<file path="src/rtl/fifo_arb_pkg.sv">
// rtl/fifo_arb_pkg.sv - shared types and width helpers for the FIFO write-port arbiter
package fifo_arb_pkg;

  // Arbiter mode: ARB picks freely, BURST keeps the port with the current owner
  typedef enum logic {
    ARB   = 1'b0,
    BURST = 1'b1
  } arb_state_t;

  // Width of an index into NUM_REQ producers (at least one bit)
  function automatic int ptr_w(input int num_req);
    return (num_req > 1) ? $clog2(num_req) : 1;
  endfunction

  // Width of a burst counter able to hold the value MAX_BURST itself
  function automatic int cnt_w(input int max_burst);
    return (max_burst > 0) ? $clog2(max_burst + 1) : 1;
  endfunction

endpackage

</file>
<file path="src/rtl/fifo_wr_arbiter_rr_pick.sv">
// rtl/fifo_wr_arbiter_rr_pick.sv - combinational rotate-priority encoder (module rr_pick)
module rr_pick
  import fifo_arb_pkg::*;
#(
  parameter int NUM_REQ = 4,
  parameter int PW      = ptr_w(NUM_REQ)
) (
  input  logic [NUM_REQ-1:0] req,
  input  logic [PW-1:0]      ptr,
  output logic               valid,
  output logic [PW-1:0]      idx
);

  // Scan ptr, ptr+1, ... wrapping at NUM_REQ-1; the first requester found wins
  always_comb begin
    int pos;
    valid = 1'b0;
    idx   = '0;
    pos   = 0;
    for (int k = 0; k < NUM_REQ; k++) begin
      pos = int'(ptr) + k;
      if (pos >= NUM_REQ) begin
        pos = pos - NUM_REQ;
      end
      if (!valid && req[pos]) begin
        valid = 1'b1;
        idx   = PW'(pos);
      end
    end
  end

endmodule

</file>
<file path="src/rtl/fifo_wr_arbiter.sv">
// rtl/fifo_wr_arbiter.sv - round-robin arbiter sharing one FIFO write port; burst lock under FIFO_ARB_BURST_LOCK_EN
module fifo_wr_arbiter
  import fifo_arb_pkg::*;
#(
  parameter int NUM_REQ    = 4,
  parameter int DATA_WIDTH = 8,
  parameter int MAX_BURST  = 8
) (
  input  logic                          clk,
  input  logic                          rst,
  input  logic [NUM_REQ-1:0]            req,
  input  logic [NUM_REQ*DATA_WIDTH-1:0] req_data,
  output logic [NUM_REQ-1:0]            gnt,
  input  logic                          fifo_full,
  output logic                          fifo_wr_en,
  output logic [DATA_WIDTH-1:0]         fifo_din
);

  localparam int PW = ptr_w(NUM_REQ);

  if (NUM_REQ < 2 || MAX_BURST < 1) begin : g_bad_cfg
    $error("fifo_wr_arbiter: NUM_REQ must be >= 2 and MAX_BURST >= 1");
  end

  // Index after i, wrapping NUM_REQ-1 back to 0
  function automatic logic [PW-1:0] next_idx(input logic [PW-1:0] i);
    return (i == PW'(NUM_REQ - 1)) ? '0 : i + 1'b1;
  endfunction

  logic [PW-1:0] ptr_q, ptr_d;
  logic [PW-1:0] pick_ptr;
  logic          pick_valid;
  logic [PW-1:0] pick_idx;
  logic          sel_valid;
  logic [PW-1:0] sel_idx;
  logic          grant_ok;

  // Single priority encoder; in burst mode it also serves the handover search
  rr_pick #(
    .NUM_REQ (NUM_REQ),
    .PW      (PW)
  ) u_pick (
    .req   (req),
    .ptr   (pick_ptr),
    .valid (pick_valid),
    .idx   (pick_idx)
  );

`ifdef FIFO_ARB_BURST_LOCK_EN
  localparam int CW = cnt_w(MAX_BURST);

  arb_state_t    state_q, state_d;
  logic [PW-1:0] owner_q, owner_d;
  logic [CW-1:0] cnt_q, cnt_d;
  logic          hold_burst;

  // Owner keeps the port while it still requests and has budget left;
  // otherwise the search starts just past the owner so handover costs no cycle
  always_comb begin
    hold_burst = (state_q == BURST) && req[owner_q] && (cnt_q < CW'(MAX_BURST));
    pick_ptr   = (state_q == BURST) ? next_idx(owner_q) : ptr_q;
    sel_valid  = hold_burst || pick_valid;
    sel_idx    = hold_burst ? owner_q : pick_idx;
  end

  // Next-state: a full FIFO freezes everything, including a burst in progress
  always_comb begin
    state_d = state_q;
    owner_d = owner_q;
    cnt_d   = cnt_q;
    ptr_d   = ptr_q;
    if (!fifo_full) begin
      if (hold_burst) begin
        cnt_d = cnt_q + 1'b1;
      end else if (pick_valid) begin
        state_d = BURST;
        owner_d = pick_idx;
        cnt_d   = CW'(1);
        ptr_d   = next_idx(pick_idx);
      end else if (state_q == BURST) begin
        state_d = ARB;
        ptr_d   = next_idx(owner_q);
      end
    end
  end

  // State registers; reset abandons any partial burst
  always_ff @(posedge clk) begin
    if (rst) begin
      ptr_q   <= '0;
      state_q <= ARB;
      owner_q <= '0;
      cnt_q   <= '0;
    end else begin
      ptr_q   <= ptr_d;
      state_q <= state_d;
      owner_q <= owner_d;
      cnt_q   <= cnt_d;
    end
  end
`else
  // Plain round robin: the pointer moves past whoever was just written
  always_comb begin
    pick_ptr  = ptr_q;
    sel_valid = pick_valid;
    sel_idx   = pick_idx;
    ptr_d     = ptr_q;
    if (!fifo_full && pick_valid) begin
      ptr_d = next_idx(pick_idx);
    end
  end

  // Priority pointer register
  always_ff @(posedge clk) begin
    if (rst) begin
      ptr_q <= '0;
    end else begin
      ptr_q <= ptr_d;
    end
  end
`endif

  // Steer the selected word onto the FIFO port; nothing leaves while full or in reset
  always_comb begin
    grant_ok   = sel_valid && !fifo_full && !rst;
    gnt        = '0;
    fifo_din   = '0;
    fifo_wr_en = grant_ok;
    for (int i = 0; i < NUM_REQ; i++) begin
      if (grant_ok && (sel_idx == PW'(i))) begin
        gnt[i]   = 1'b1;
        fifo_din = req_data[i*DATA_WIDTH +: DATA_WIDTH];
      end
    end
  end

endmodule

</file>
<file path="config.mk">
export PLATFORM = sky130hd
export DESIGN_NAME = fifo_wr_arbiter
export DESIGN_NICKNAME = d
export VERILOG_FILES = /design/src/rtl/fifo_arb_pkg.sv /design/src/rtl/fifo_wr_arbiter_rr_pick.sv /design/src/rtl/fifo_wr_arbiter.sv
export SDC_FILE = /design/constraint.sdc
export NUM_CORES = 1
export LEC_CHECK = 0
export BUFFER_PORTS_ARGS = -buffer_cell sky130_fd_sc_hd__buf_2
export CAP_MARGIN = 20
export CELL_PAD_IN_SITES_DETAIL_PLACEMENT = 0
export CELL_PAD_IN_SITES_GLOBAL_PLACEMENT = 1
export CORE_MARGIN = 1
export CORE_UTILIZATION = 24
export CTS_CLUSTER_DIAMETER = 40
export DETAILED_ROUTE_END_ITERATION = 16
export PLACE_DENSITY_LB_ADDON = 0.25
export SKIP_LAST_GASP = 1
export SYNTH_ARGS = -nofsm -noshare
export SYNTH_HDL_FRONTEND = slang
export SYNTH_SLANG_ARGS = --single-unit
</file>
<file path="constraint.sdc">
create_clock -name clk -period 3.49 [get_ports clk]
set_input_delay 0 -clock clk [delete_from_list [all_inputs] [get_ports clk]]
set_output_delay 0 -clock clk [all_outputs]
set_load 0.01 [all_outputs]
</file>
After elaboration in Yosys (flattened, before gate mapping)
Cells that the tools add are included.
- $add $sub $neg: 8
- $lt $le $gt $ge: 8
- equal/unequal tests: 3
- mux-type cells: 33
- reduce and logical (&&, ||, !) cells: 15
- operators with widths (cell ; count):
    < comparator 32 x 4 -> 1 bit, second input constant ; 4
    2-to-1 mux 32 bit ; 4
    >= comparator 32 x 4 -> 1 bit, second input constant ; 3
    subtractor 32 x 4 -> 32 bit, second input constant ; 3
    2-to-1 mux 8 bit ; 4
    2-to-1 mux 1 bit ; 16
    2-to-1 mux 2 bit ; 5
    logical AND 1 bit ; 9
    binary-select mux 1 bit (select 2 bit) ; 4
    adder 2 x 2 -> 3 bit, second input constant ; 2
    zero test 1 bit ; 5
    equality test 2 bit, second input constant ; 2
    subtractor 2 x 3 -> 4 bit, second input constant ; 1
    adder 2 x 1 -> 3 bit, second input constant ; 1
    >= comparator 2 x 3 -> 1 bit, second input constant ; 1
    adder 2 x 1 -> 2 bit, second input constant ; 1
    equality test 2 x 1 -> 1 bit, second input constant ; 1
    zero test 2 bit ; 1
- register bits: 2
- input port bits: 39
- logic and storage cells: 68

Logic depth before layout (Yosys ltp)
- depth in word-level cells: 22
- depth in mapped cells: 9
- gate-level depth less buffers: 7

Hierarchy
From an unflattened synthesis, not the netlist that was laid out.
- cells, all modules: 84
- area, all modules: 559.3 sq um
- by module, submodules not included (module ; times used ; cells an instance ; area an instance (sq um) ; sequential area each (sq um)):
    fifo_wr_arbiter ; 1 ; 69 ; 481.7 ; 40.0
    rr_pick ; 1 ; 15 ; 77.6 ; 0.0

Least setup slack after synthesis
Ideal clock, no wire load.
- path type: register to output
- start: register ptr_q[0], in the netlist pick_ptr[0]
- end: output fifo_din[6]
- arrival time: 1.876 ns
- path slack: 1.614 ns
- cell stages (with the launch flop): 9
- path through: dfxtp_1 > nor2b_1 > nor3_1 > o22a_1 > ha_1 > buf_2 > a21oi_1 > a221o_1 > a21oi_1
- cells in the longest elaborated chain, start to end: 22
- elaborated cells on any way between the ends: 55
- ends and longest elaborated chain (what ; RTL line ; source):
    start, declared ; fifo_wr_arbiter.sv:30 ; logic [PW-1:0] ptr_q, ptr_d;
    start signal, assigned ; fifo_wr_arbiter.sv:118 ; ptr_q <= ptr_d;
    parallel branches: the longest is 21 deep, another holds subtractor 32 x 4 -> 32 bit ; -- ;
    2-to-1 mux 8 bit (*) ; fifo_wr_arbiter.sv:130 ; if (grant_ok && (sel_idx == PW'(i))) begin
    end, declared ; fifo_wr_arbiter.sv:16 ; output logic [DATA_WIDTH-1:0] fifo_din
Every way passes the cells marked *. The select of a mux whose other input is x is not followed.

Worst setup path in the final report
Ends and elaborated chain as after synthesis.

==> reports/qor.yml <==
run:
  maxCapViolCount: 0
die:
  row_count: 17
  io_pins: 52
  die_h_um: 51.1
  die_w_um: 51.1
  core_area_um2: 2230
  die_area_um2: 2610
  initial_core_util: 0.259
status:
  run_status: "finished clean"
synth:
  syn_area_um2: 578
  synth_area_leaders: "a21oi_1 16%, a221o_1 14%, nand3b_1 10%, ha_1 8.7%, dfxtp_1 6.9%"
  ys_ff_latch: 2
  yosysTopAreaCellShare: 0.156
  netlist_instances: 87
  avgSynthCellArea_um2: 6.64
  yosysTopAreaCell: "a21oi_1"
  yosysUniqueCellTypes: 25
  syn_nets: 130
  ys_warn_count: 0
  ys_seq_area_frac: 0.0693
finish:
  layout_commonest_cell: "buf_2"
  num_antenna_cells: 0
  drive_gt1_frac: 0.430
  area_growth_pct: 50.0
  layout_common_cells: "51 x buf_2, 18 x a21oi_1, 10 x inv_1"
  nNetsFinal: 180
  largest_register_ffs: 2
  final_cells: 163
pwr:
  power.static_leakage_nw: 0.462
  p_per_area_nw_per_um2: 268
  ir_drop_v: 0.000114
setup_path:
  crit_path_end_kind: "output pin"
  rrSetupSlack_ps: 1810
  max_stage_delay_ps: 440
  cpMostUsedCell: "a21oi_1"
  worstRegToRegCells: 6
  crit_family: "compound AO/OA/AOI/OAI gates"
  cp_slowest_cell: "ha_1"
  cp_max_fo: 17
  crit_type: "reg -> out"
  worst-path-buf-inv: 1
  r2r-start: "pick_ptr[1]$_SDFFE_PP0N_"
  worstPathArrival_ps: 2420
  r2r-end: "pick_ptr[1]$_SDFFE_PP0N_"
  critPathRequiredTime_ps: 3490
  worstPathCellList: "nor2b_1 -> nor3_1 -> o22a_1 -> ha_1 -> a21oi_1 -> a221o_1 -> a21oi_1 -> buf_2"
  critPathLaunchType: "flip-flop"
  cp-startpoint: "pick_ptr[0]$_SDFFE_PP0N_"
place:
  post-place-ws_ps: 1340
  port_buffers: 51
  dp_hpwl_mm: 1.47
  gp_congestion: 0.874
  place_inst: 159
timing:
  whs_ps: 77.9
  rsz0062_at_grt: "no"
  fin_skew_ps: 0.212
  fin_tns_setup_ps: 0
  clock.fmax_mhz: 414
  worst_slack_ps: 1070
  timing.final.crit_share: 0.693
  slew_violations: 0
  tightest_slew_ps: 603
  relSlewSlack: 0.598
  final_hold_viol_count: 0
  period_needed_ps: 2420
  setup_violations: 0
grt:
  grt_usage: 0.151
  grt_start_max_net_pins: 18
  grt_pass1_wl_mm: 3.04
  grt_overflow: 0
  antenna_found_initial: 0
  grt_pass1_vias: 736
clock_tree:
  cts_tree: "built"
  cts_buffer_depth: 2
  cts_buffers: 3
  clkSinkCount: 2
  root_buffer: "clkbuf_4"
  htree_levels: 1
  insertion_delay_ps: 230
  cts.reportedPaths.clkPinSlew_ps: 30
routing:
  vias: 817
  routed_wl_mm: 1.92
  via_per_inst: 5.01
  drtPass1Iterations: 4
  drc_errors: 0
  ant_nets: 0
  wl_per_cell_um: 11.8
  first_iter_violations: 13
min_path:
  hp-class: "in -> reg"
  worstHoldStart: "fifo_full"
  holdPathEnd: "pick_ptr[1]$_SDFFE_PP0N_"
  holdPathStages: 3
==> cell usage after synthesis <==
master    instances
a21oi_1          18
a221o_1           8
or3b_1            1
o32ai_2           1
o21ai_0           2
inv_1            10
o221a_2           1
o22ai_1           2
nor3_1            1
a21o_1            1
nor2_1            2
inv_2             1
buf_2             3
buf_1             1
or3_1             1
nor4_2            1
ha_1              4
nor2b_1           2
and2_1            4
dfxtp_1           2
nand2_1           8
nand3b_1          8
buf_4             1
o22a_1            2
clkbuf_1          2
==> metal layers <==
metal  track usage  part of all wire  up-vias
met5             0                 0        -
met4        0.0417                 0        0
met3        0.0238             0.073        0
met2         0.276              0.48       30
met1         0.178              0.44      373
li1              -                 -      414
==> how the worst max path moves through the flow <==
stage / to / slack, ps / cells past startpoint
6_report: fifo_din[6] / 1070 / 8
5_1_grt: fifo_din[6] / 860 / 8
4_1_cts: fifo_din[6] / 1080 / 8
3_5_place_dp: fifo_din[6] / 1340 / 8
3_3_place_gp: fifo_din[7] / 1390 / 8
2_1_floorplan: fifo_din[6] / 1610 / 8
==> what timing repair did <==
action / CTS / global route
gates resized for setup: 0 / 0
buffers inserted: 0 / 0
hold endpoints to repair: 2 / 0
hold buffers: 1 / 0
==> through the flow <==
step	total power [mW]	util	cell area [um2]
6_report	0.232	0.388	867
2_1_floorplan	0.130	-	578
5_1_grt	0.258	0.388	867
4_1_cts	0.236	0.388	867
3_5_place_dp	0.179	0.374	835
3_3_place_gp	0.179	0.374	835
==> report_power, final <==
part	switching (mW)	internal, mW	leakage, nW
Combinational	0.0747	0.0753	0.432
Sequential	0.00349	0.0257	0.0165
Clock	0.0150	0.0381	0.0138
==> worst register-to-register path: stages, from the launching register on <==
cell and delay [ps]:
dfxtp_1 430, a21o_1 140, a21oi_1 80, o22a_1 230
ha_1 280, or3b_1 330, a21oi_1 120
==> logic make-up after synthesis <==
family / Yosys count / share of synthesized area
compound gates: 35 / 0.424
fa+ha+maj: 4 / 0.0866
buf+inv: 18 / 0.130
flops: 2 / 0.0693
simple gates: 28 / 0.290
==> layout make-up <==
class	instances	area, um2
Clock buffer	3	22.5
Fill cell	249	1370
Inverter	11	41.3
Multi-Input combinational cell	67	463
Sequential cell	2	40.0
Tap cell	28	35.0
Timing Repair Buffer	52	265
Power figures use the tool's default switching activity.
